===== src/rtl/dsp_pkg.sv =====
// rtl/dsp_pkg.sv - shared types, constants and saturating adder for the DSP MAC array
package dsp_pkg;

    localparam int DEF_VALUE_WIDTH = 17;
    localparam int DEF_MUL_STAGES  = 2;
    localparam int DEF_ACC_WIDTH   = 2 * DEF_VALUE_WIDTH + 8;
    localparam int LATENCY         = DEF_MUL_STAGES + 1;

    // Working width of sat_add; any ACC_WIDTH up to ACC_MAX-1 is handled.
    localparam int ACC_MAX = 64;

    typedef logic signed [DEF_VALUE_WIDTH-1:0]   operand_t;
    typedef logic signed [2*DEF_VALUE_WIDTH-1:0] product_t;
    typedef logic signed [DEF_ACC_WIDTH-1:0]     acc_t;
    typedef logic signed [ACC_MAX-1:0]           wide_t;

    typedef enum logic {
        MODE_MUL = 1'b0,
        MODE_ACC = 1'b1
    } mac_mode_e;

    typedef struct packed {
        wide_t sum;
        logic  ovf;
    } sat_res_t;

    // Adds two values that already lie in the signed range of 'width' bits and
    // returns the result folded back into that range: clamped when saturate is
    // set, otherwise wrapped. ovf reports that the true sum left the range.
    function automatic sat_res_t sat_add(input wide_t a, input wide_t b,
                                         input int width, input logic saturate);
        logic signed [ACC_MAX:0] s;
        logic signed [ACC_MAX:0] one;
        logic signed [ACC_MAX:0] hi;
        logic signed [ACC_MAX:0] lo;
        logic signed [ACC_MAX:0] w;
        sat_res_t                r;
        one    = '0;
        one[0] = 1'b1;
        s      = {a[ACC_MAX-1], a} + {b[ACC_MAX-1], b};
        hi     = (one <<< (width - 1)) - one;
        lo     = ~hi;
        r.ovf  = (s > hi) || (s < lo);
        if (!r.ovf) begin
            w = s;
        end else if (saturate) begin
            w = s[ACC_MAX] ? lo : hi;
        end else begin
            w = (s <<< (ACC_MAX + 1 - width)) >>> (ACC_MAX + 1 - width);
        end
        r.sum = wide_t'(w);
        return r;
    endfunction

endpackage


===== src/rtl/dsp_mac_lane.sv =====
// rtl/dsp_mac_lane.sv - one signed multiply/accumulate lane with sticky overflow
module dsp_mac_lane
    import dsp_pkg::*;
#(
    parameter int VALUE_WIDTH = 17,
    parameter int MUL_STAGES  = 2,
    parameter int ACC_WIDTH   = 42,
    parameter bit SATURATE    = 1'b1
) (
    input  logic                          clk,
    input  logic                          rst,
    input  logic                          en,
    input  logic signed [VALUE_WIDTH-1:0] a,
    input  logic signed [VALUE_WIDTH-1:0] b,
    input  logic                          acc_valid,
    input  logic                          acc_first,
    input  logic                          acc_last,
    input  mac_mode_e                     acc_mode,
    output logic signed [ACC_WIDTH-1:0]   out,
    output logic                          ovf
);

    localparam int PW = 2 * VALUE_WIDTH;

    logic signed [PW-1:0]        prod;
    logic signed [PW-1:0]        prod_q [MUL_STAGES];
    logic signed [ACC_WIDTH-1:0] prod_ext;
    logic signed [ACC_WIDTH-1:0] acc_q;
    logic signed [ACC_WIDTH-1:0] sum;
    logic                        sticky_q;
    logic                        frame_ovf;
    wide_t                       acc_base;
    wide_t                       prod_wide;
    sat_res_t                    res;

    assign prod = PW'(a) * PW'(b);

    // Product pipeline; stage validity is tracked by the shared control.
    always_ff @(posedge clk) begin
        if (rst) begin
            for (int i = 0; i < MUL_STAGES; i++) begin
                prod_q[i] <= '0;
            end
        end else if (en) begin
            prod_q[0] <= prod;
            for (int i = 1; i < MUL_STAGES; i++) begin
                prod_q[i] <= prod_q[i-1];
            end
        end
    end

    // Accumulate step: the first beat of a frame ignores whatever acc_q holds.
    always_comb begin
        prod_ext  = ACC_WIDTH'(prod_q[MUL_STAGES-1]);
        prod_wide = wide_t'(prod_q[MUL_STAGES-1]);
        acc_base  = acc_first ? '0 : wide_t'(acc_q);
        res       = sat_add(acc_base, prod_wide, ACC_WIDTH, SATURATE);
        sum       = ACC_WIDTH'(res.sum);
        frame_ovf = (sticky_q && !acc_first) || res.ovf;
    end

    // Result/accumulator register; a frame's last beat publishes and clears.
    always_ff @(posedge clk) begin
        if (rst) begin
            acc_q    <= '0;
            sticky_q <= 1'b0;
            out      <= '0;
            ovf      <= 1'b0;
        end else if (en && acc_valid) begin
            if (acc_mode == MODE_MUL) begin
                out <= prod_ext;
                ovf <= 1'b0;
            end else if (acc_last) begin
                out      <= sum;
                ovf      <= frame_ovf;
                acc_q    <= '0;
                sticky_q <= 1'b0;
            end else begin
                acc_q    <= sum;
                sticky_q <= frame_ovf;
            end
        end
    end

endmodule


===== src/rtl/dsp_mac_array.sv =====
// rtl/dsp_mac_array.sv - NUM_LANES parallel signed MAC lanes behind one valid/ready handshake
module dsp_mac_array
    import dsp_pkg::*;
#(
    parameter int VALUE_WIDTH = 17,
    parameter int NUM_LANES   = 2,
    parameter int MUL_STAGES  = 2,
    parameter int ACC_WIDTH   = 2 * VALUE_WIDTH + 8,
    parameter bit SATURATE    = 1'b1
) (
    input  logic                             i_clk,
    input  logic                             i_rst,
    input  logic                             i_valid,
    output logic                             o_ready,
    input  logic                             i_mode,
    input  logic                             i_last,
    input  logic [NUM_LANES*VALUE_WIDTH-1:0] i_mul_a,
    input  logic [NUM_LANES*VALUE_WIDTH-1:0] i_mul_b,
    output logic                             o_valid,
    input  logic                             i_ready,
    output logic [NUM_LANES*ACC_WIDTH-1:0]   o_out,
    output logic [NUM_LANES-1:0]             o_ovf
);

    localparam int L = MUL_STAGES - 1;

    logic                  stall;
    logic                  en;
    logic                  accept;
    logic                  in_frame_q;
    mac_mode_e             frame_mode_q;
    mac_mode_e             beat_mode;
    logic                  beat_first;
    logic [MUL_STAGES-1:0] v_q;
    logic [MUL_STAGES-1:0] first_q;
    logic [MUL_STAGES-1:0] last_q;
    mac_mode_e             mode_q [MUL_STAGES];

    assign stall   = o_valid && !i_ready;
    assign en      = !stall;
    assign o_ready = en;
    assign accept  = i_valid && en;

    // Mode for the current beat: taken from i_mode only when no frame is open.
    always_comb begin
        beat_first = !in_frame_q;
        beat_mode  = in_frame_q ? frame_mode_q : mac_mode_e'(i_mode);
    end

    // Frame-mode latch; only a multi-beat accumulate frame stays open.
    always_ff @(posedge i_clk) begin
        if (i_rst) begin
            in_frame_q   <= 1'b0;
            frame_mode_q <= MODE_MUL;
        end else if (accept) begin
            if (in_frame_q) begin
                if (i_last) begin
                    in_frame_q <= 1'b0;
                end
            end else begin
                frame_mode_q <= beat_mode;
                if (beat_mode == MODE_ACC && !i_last) begin
                    in_frame_q <= 1'b1;
                end
            end
        end
    end

    // Beat control travels alongside the lane product pipelines.
    always_ff @(posedge i_clk) begin
        if (i_rst) begin
            v_q     <= '0;
            first_q <= '0;
            last_q  <= '0;
            for (int i = 0; i < MUL_STAGES; i++) begin
                mode_q[i] <= MODE_MUL;
            end
        end else if (en) begin
            v_q[0]     <= i_valid;
            first_q[0] <= beat_first;
            last_q[0]  <= i_last;
            mode_q[0]  <= beat_mode;
            for (int i = 1; i < MUL_STAGES; i++) begin
                v_q[i]     <= v_q[i-1];
                first_q[i] <= first_q[i-1];
                last_q[i]  <= last_q[i-1];
                mode_q[i]  <= mode_q[i-1];
            end
        end
    end

    // A result leaves for every multiply beat and for each accumulate frame's last beat.
    always_ff @(posedge i_clk) begin
        if (i_rst) begin
            o_valid <= 1'b0;
        end else if (en) begin
            o_valid <= v_q[L] && (mode_q[L] == MODE_MUL || last_q[L]);
        end
    end

    for (genvar g = 0; g < NUM_LANES; g++) begin : g_lane
        dsp_mac_lane #(
            .VALUE_WIDTH (VALUE_WIDTH),
            .MUL_STAGES  (MUL_STAGES),
            .ACC_WIDTH   (ACC_WIDTH),
            .SATURATE    (SATURATE)
        ) u_lane (
            .clk       (i_clk),
            .rst       (i_rst),
            .en        (en),
            .a         (i_mul_a[g*VALUE_WIDTH +: VALUE_WIDTH]),
            .b         (i_mul_b[g*VALUE_WIDTH +: VALUE_WIDTH]),
            .acc_valid (v_q[L]),
            .acc_first (first_q[L]),
            .acc_last  (last_q[L]),
            .acc_mode  (mode_q[L]),
            .out       (o_out[g*ACC_WIDTH +: ACC_WIDTH]),
            .ovf       (o_ovf[g])
        );
    end

endmodule


===== config.mk =====
export PLATFORM = sky130hd
export DESIGN_NAME = dsp_mac_array
export DESIGN_NICKNAME = d
export VERILOG_FILES = /design/src/rtl/dsp_pkg.sv /design/src/rtl/dsp_mac_lane.sv /design/src/rtl/dsp_mac_array.sv
export SDC_FILE = /design/constraint.sdc
export NUM_CORES = 2
export LEC_CHECK = 0
export BUFFER_PORTS_ARGS = -buffer_cell sky130_fd_sc_hd__buf_4
export CAP_MARGIN = 20
export CORE_ASPECT_RATIO = 2
export CORE_MARGIN = 1
export CORE_UTILIZATION = 51
export DETAILED_ROUTE_END_ITERATION = 6
export HOLD_SLACK_MARGIN = 0.06
export PLACE_DENSITY = 0.7
export SLEW_MARGIN = 10
export SYNTH_ARGS = -nofsm -noshare
export SYNTH_HDL_FRONTEND = slang
export SYNTH_HIERARCHICAL = 1
export SYNTH_SLANG_ARGS = --single-unit
export TNS_END_PERCENT = 1

===== constraint.sdc =====
create_clock -name i_clk -period 6.6 [get_ports i_clk]
set_input_delay 0.33 -clock i_clk [delete_from_list [all_inputs] [get_ports i_clk]]
set_output_delay 0.33 -clock i_clk [all_outputs]
set_load 0.01 [all_outputs]

==> summary.txt <==
Route
  – # DRC: 0
  – Routed wl met2: 54.94 mm
  – First-pass DRT Iterations: 7
  – Wire per inst: 19.16 µm
  – Top Layer Used: met5
  – Drt first-iter violations: 1694
  – Drt total wl: around 110 mm
  – Vias/cell: 5.618
  – Met3 WL post-DR: ~4.6 mm
  – Final ANT Viol Nets: 0
  – M1 wire length: 41.36 mm
  – Via count: between 30000 and 40000

Global routing
  – First-pass GRT wire length: 171.9 mm
  – Global Route Usage Sum: 0.2684
  – Number of global-route vias before repair: approximately 33000
  – Grt total ovfl: 0
  – Initial antenna violation count: 1
  – Pin count of the biggest net entering global routing: 69

STA
  – Period utilization: 0.8860
  – Setup_tns: 0 ns
  – Pins over their slew limit: 0
  – Worst-Margin Slew: 1.176 ns
  – Hold Vio Cnt, Final: 0
  – Post-layout min period: 5.848 ns
  – Final setup violation count: 0
  – Fmax achieved: 171.0 MHz
  – RSZ-0062 raised after global routing: false
  – Max-Slew Margin vs Limit: 0.2059
  – Clock Skew: 0.02985 ns

Placed design
  – Gp weighted congestion: 0.9735
  – Post-DP HPWL: approximately 84 mm
  – PortBufs: around 160

Final layout
  – Antenna diode count: 0
  – Share of layout cells above drive strength 1: 0.07917
  – Area Growth Syn to Fin: 7.935%
  – Storage cell area: 7771 µm²
  – Finished Core Util: 0.5561
  – Fillcell total: 7252
  – Final net count: 5385
  – Area of the multi-input gates: 29040 µm²

Synthesis
  – Cell count after synthesis: 4420
  – Synth cell types: 98
  – Synthesized cell area: 40190 µm²
  – Register bit total from synthesis: 319
  – Synth warn: 6
  – Syn Area/Cell: between 9 and 10 µm²
  – Mapped Nets: 5342
  – Post-synth top flop: dfxtp_1
  – Post-synth EDFFs: 138
  – Synth async-reset ratio: 0
  – Register area share after synthesis: 0.1932

Hold path
  – Hold Path Class: input port to flop

Floorplan
  – Site Rows: ~150
  – Die X: roughly 200 µm
  – I/O pin cnt: 162
  – Die ar.: 80010 µm²
  – Die Y: 399.0 µm
  – Initial core utilization: 0.5152
  – Core ar.: 78010 µm²

Setup path
  – Crit path capture type: flop
  – CP dominant cell by count: fa_1
  – WP data required: 6.93 ns
  – CP bufs+invs: 7
  – Crit-path leading delay family: adder cells
  – Crit-path cells: buf_4, and2_1, fa_1, inv_1, fa_1, fa_1, fa_1, inv_1, fa_1, inv_1, fa_1, inv_1, ha_1, or3_1, o21ai_0, a211oi_1, buf_4, o21ai_0, buf_4, a21oi_1, a21o_1, a211oi_1, nor4_1
  – Crit path DAT: just over 6 ns
  – Worst-path maximum fanout: 17
  – Slowest cell delay on critical path: 0.57 ns
  – Startpoint types: input port
  – CP Class: input port to flop
  – CP max-delay cell: fa_1

CTS
  – H-tree Lvls: 1
  – Root Driver: clkbuf_16
  – Clock sink count: 319
  – TritonCTS clock tree: yes
  – CTS Buffer Depth: 3
  – Worst skew pair latency: between 0.5 and 0.6 ns
  – CTS Buf Count: 28
  – Clock slew seen by the registers of the worst setup and hold paths: 0.07 ns
  – Post-CTS sizing: 0

Run status
  – Status: complete, no violations

Run
  – MaxCap Viol Count: 0
## timing repair
| item | CTS | global route |
|---|---|---|
| hold endpoints to repair | 7 | 0 |
| setup buffers | 0 | 0 |
| hold buffers | 5 | 0 |
## path summary, 6_finish.rpt
check / start / endpoint / slack (ns) / depth (start not counted)
worst max-delay path: i_mul_a[5] / g_lane[0].u_lane/prod_q[0][31]$_SDFFCE_PN0P_ / 0.75 / 23
worst min register to register: g_lane[1].u_lane/acc_q[40]$_SDFFE_PP0P_ / g_lane[1].u_lane/acc_q[40]$_SDFFE_PP0P_ / 0.44 / 2
worst min-delay path: i_mul_b[0] / g_lane[0].u_lane/prod_q[0][0]$_SDFFCE_PN0P_ / 0.28 / 2
worst max register to register: first_q[1]$_SDFFE_PP0N_ / g_lane[1].u_lane/acc_q[38]$_SDFFE_PP0P_ / 1.70 / 13
## synthesized netlist by cell type, drive strengths merged, types with 7 or more instances
master / number / area (µm²)
nand3: 38 / 200.2
a221oi: 58 / 689.4
a22oi: 8 / 73.82
nor2: 170 / 648.1
or2: 12 / 75.08
fa: 594 / 11890
nand4: 16 / 100.1
o31ai: 15 / 117.6
nand2: 519 / 1948
or3: 13 / 81.33
a22o: 22 / 193.9
a21o: 70 / 525.5
o21bai: 14 / 105.1
o211ai: 20 / 150.1
o2111ai: 15 / 155.2
and2: 384 / 2405
a31oi: 26 / 168.9
nor4: 9 / 56.30
inv: 671 / 2521
xor2: 43 / 376.6
o21a: 28 / 210.2
nor3b: 11 / 82.58
edfxtp: 138 / 4144
o21ai: 200 / 1001
o22ai: 9 / 56.30
a21oi: 243 / 1250
ha: 254 / 3178
and3: 24 / 150.1
xnor2: 83 / 727.0
a2111oi: 7 / 100.1
clkbuf: 169 / 639.4
nand2b: 37 / 231.5
a211oi: 25 / 202.7
buf: 45 / 277.7
nor2b: 111 / 701.9
a221o: 10 / 100.1
nor3: 41 / 227.7
dfxtp: 181 / 3623
a21boi: 7 / 52.55
## routing by layer
layer,GRT usage,vias to the layer above
met5,0,-
met4,0.1195,2
met3,0.02085,289
met2,0.5004,958
met1,0.3129,15310
li1,-,14420
## flip-flops by register name, summed over array words and instances, names as in the netlist
signal                  cells
in_frame_q                  1
o_valid                     1
g_lane.u_lane/sticky_q      2
g_lane.u_lane/prod_q      136
mode_q                      2
g_lane.u_lane/acc_q        84
g_lane.u_lane/out          84
v_q                         2
last_q                      2
frame_mode_q                1
first_q                     2
g_lane.u_lane/ovf           2
## cell type report
type / count / share of cell area
repair buffers: 227 / 0.03997
inverters: 671 / 0.05811
clock buffers: 29 / 0.01673
multi-input cells: 3216 / 0.6693
clock inverters: 22 / 0.007123
flip-flops and latches: 319 / 0.1791
well taps: 1029 / 0.02968
## per-stage QoR
| stage | hold WS (ns) | setup slack (ns) | instance area, µm² | std cells |
|---|---|---|---|---|
| floorplan | 0.3979 | 0.2429 | 40190 | 4420 |
| global placement | 0.4192 | 0.1792 | 42270 | 5454 |
| detailed placement | 0.4276 | 0.1747 | 42270 | 5454 |
| CTS | 0.2354 | 0.7802 | 43360 | 5510 |
| global route | 0.2736 | 0.4596 | 43380 | 5513 |
| finish | 0.2770 | 0.7523 | 43380 | 5513 |
## cells by family (layout without fill, tap and decap cells)
kind of cell | count (synthesis) | count (layout) | synth area share
adders and majority gates | 848 | 848 | 0.3749
AOI/OAI and AO/OA | 830 | 830 | 0.1411
and+or+nand+nor | 1406 | 1406 | 0.1762
buffers and inverters | 885 | 949 | 0.08554
muxes | 6 | 6 | 0.001494
DFF | 319 | 319 | 0.1932
xor gates and xnor gates | 126 | 126 | 0.02746
## cells in the final DEF (no fill, tap or decap), types with 22 or more instances in the layout
cell type,netlist,layout
inv_1,669,670
fa_1,594,594
nand2_1,519,519
and2_1,382,382
ha_1,254,254
a21oi_1,236,236
buf_4,6,219
o21ai_0,191,191
dfxtp_1,181,180
nor2_1,168,167
edfxtp_1,138,138
nor2b_1,110,108
xnor2_1,83,83
a21o_1,70,70
xor2_1,43,43
nor3_1,39,39
nand2b_1,37,37
nand3_1,36,36
clkbuf_16,0,29
a221oi_1,29,29
a221oi_2,29,29
o21a_1,28,28
and3_1,24,24
a31oi_1,25,23
a211oi_1,22,22
## worst register-to-register path, stage by stage, from the launching register on
cell,delay [ns]
dfxtp_4,0.75
buf_12,0.33
nor2b_1,0.13
ha_1,0.39
a21oi_1,0.33
o2111ai_1,0.21
a21oi_1,0.34
o211a_1,0.35
o2111a_2,0.29
nor2_4,0.09
a31oi_4,0.56
buf_4,0.50
a31oi_1,0.32
o21ai_0,0.22
Power is not shown: default switching activity piles up to over one toggle a cycle in this logic, so the estimate is an artifact.
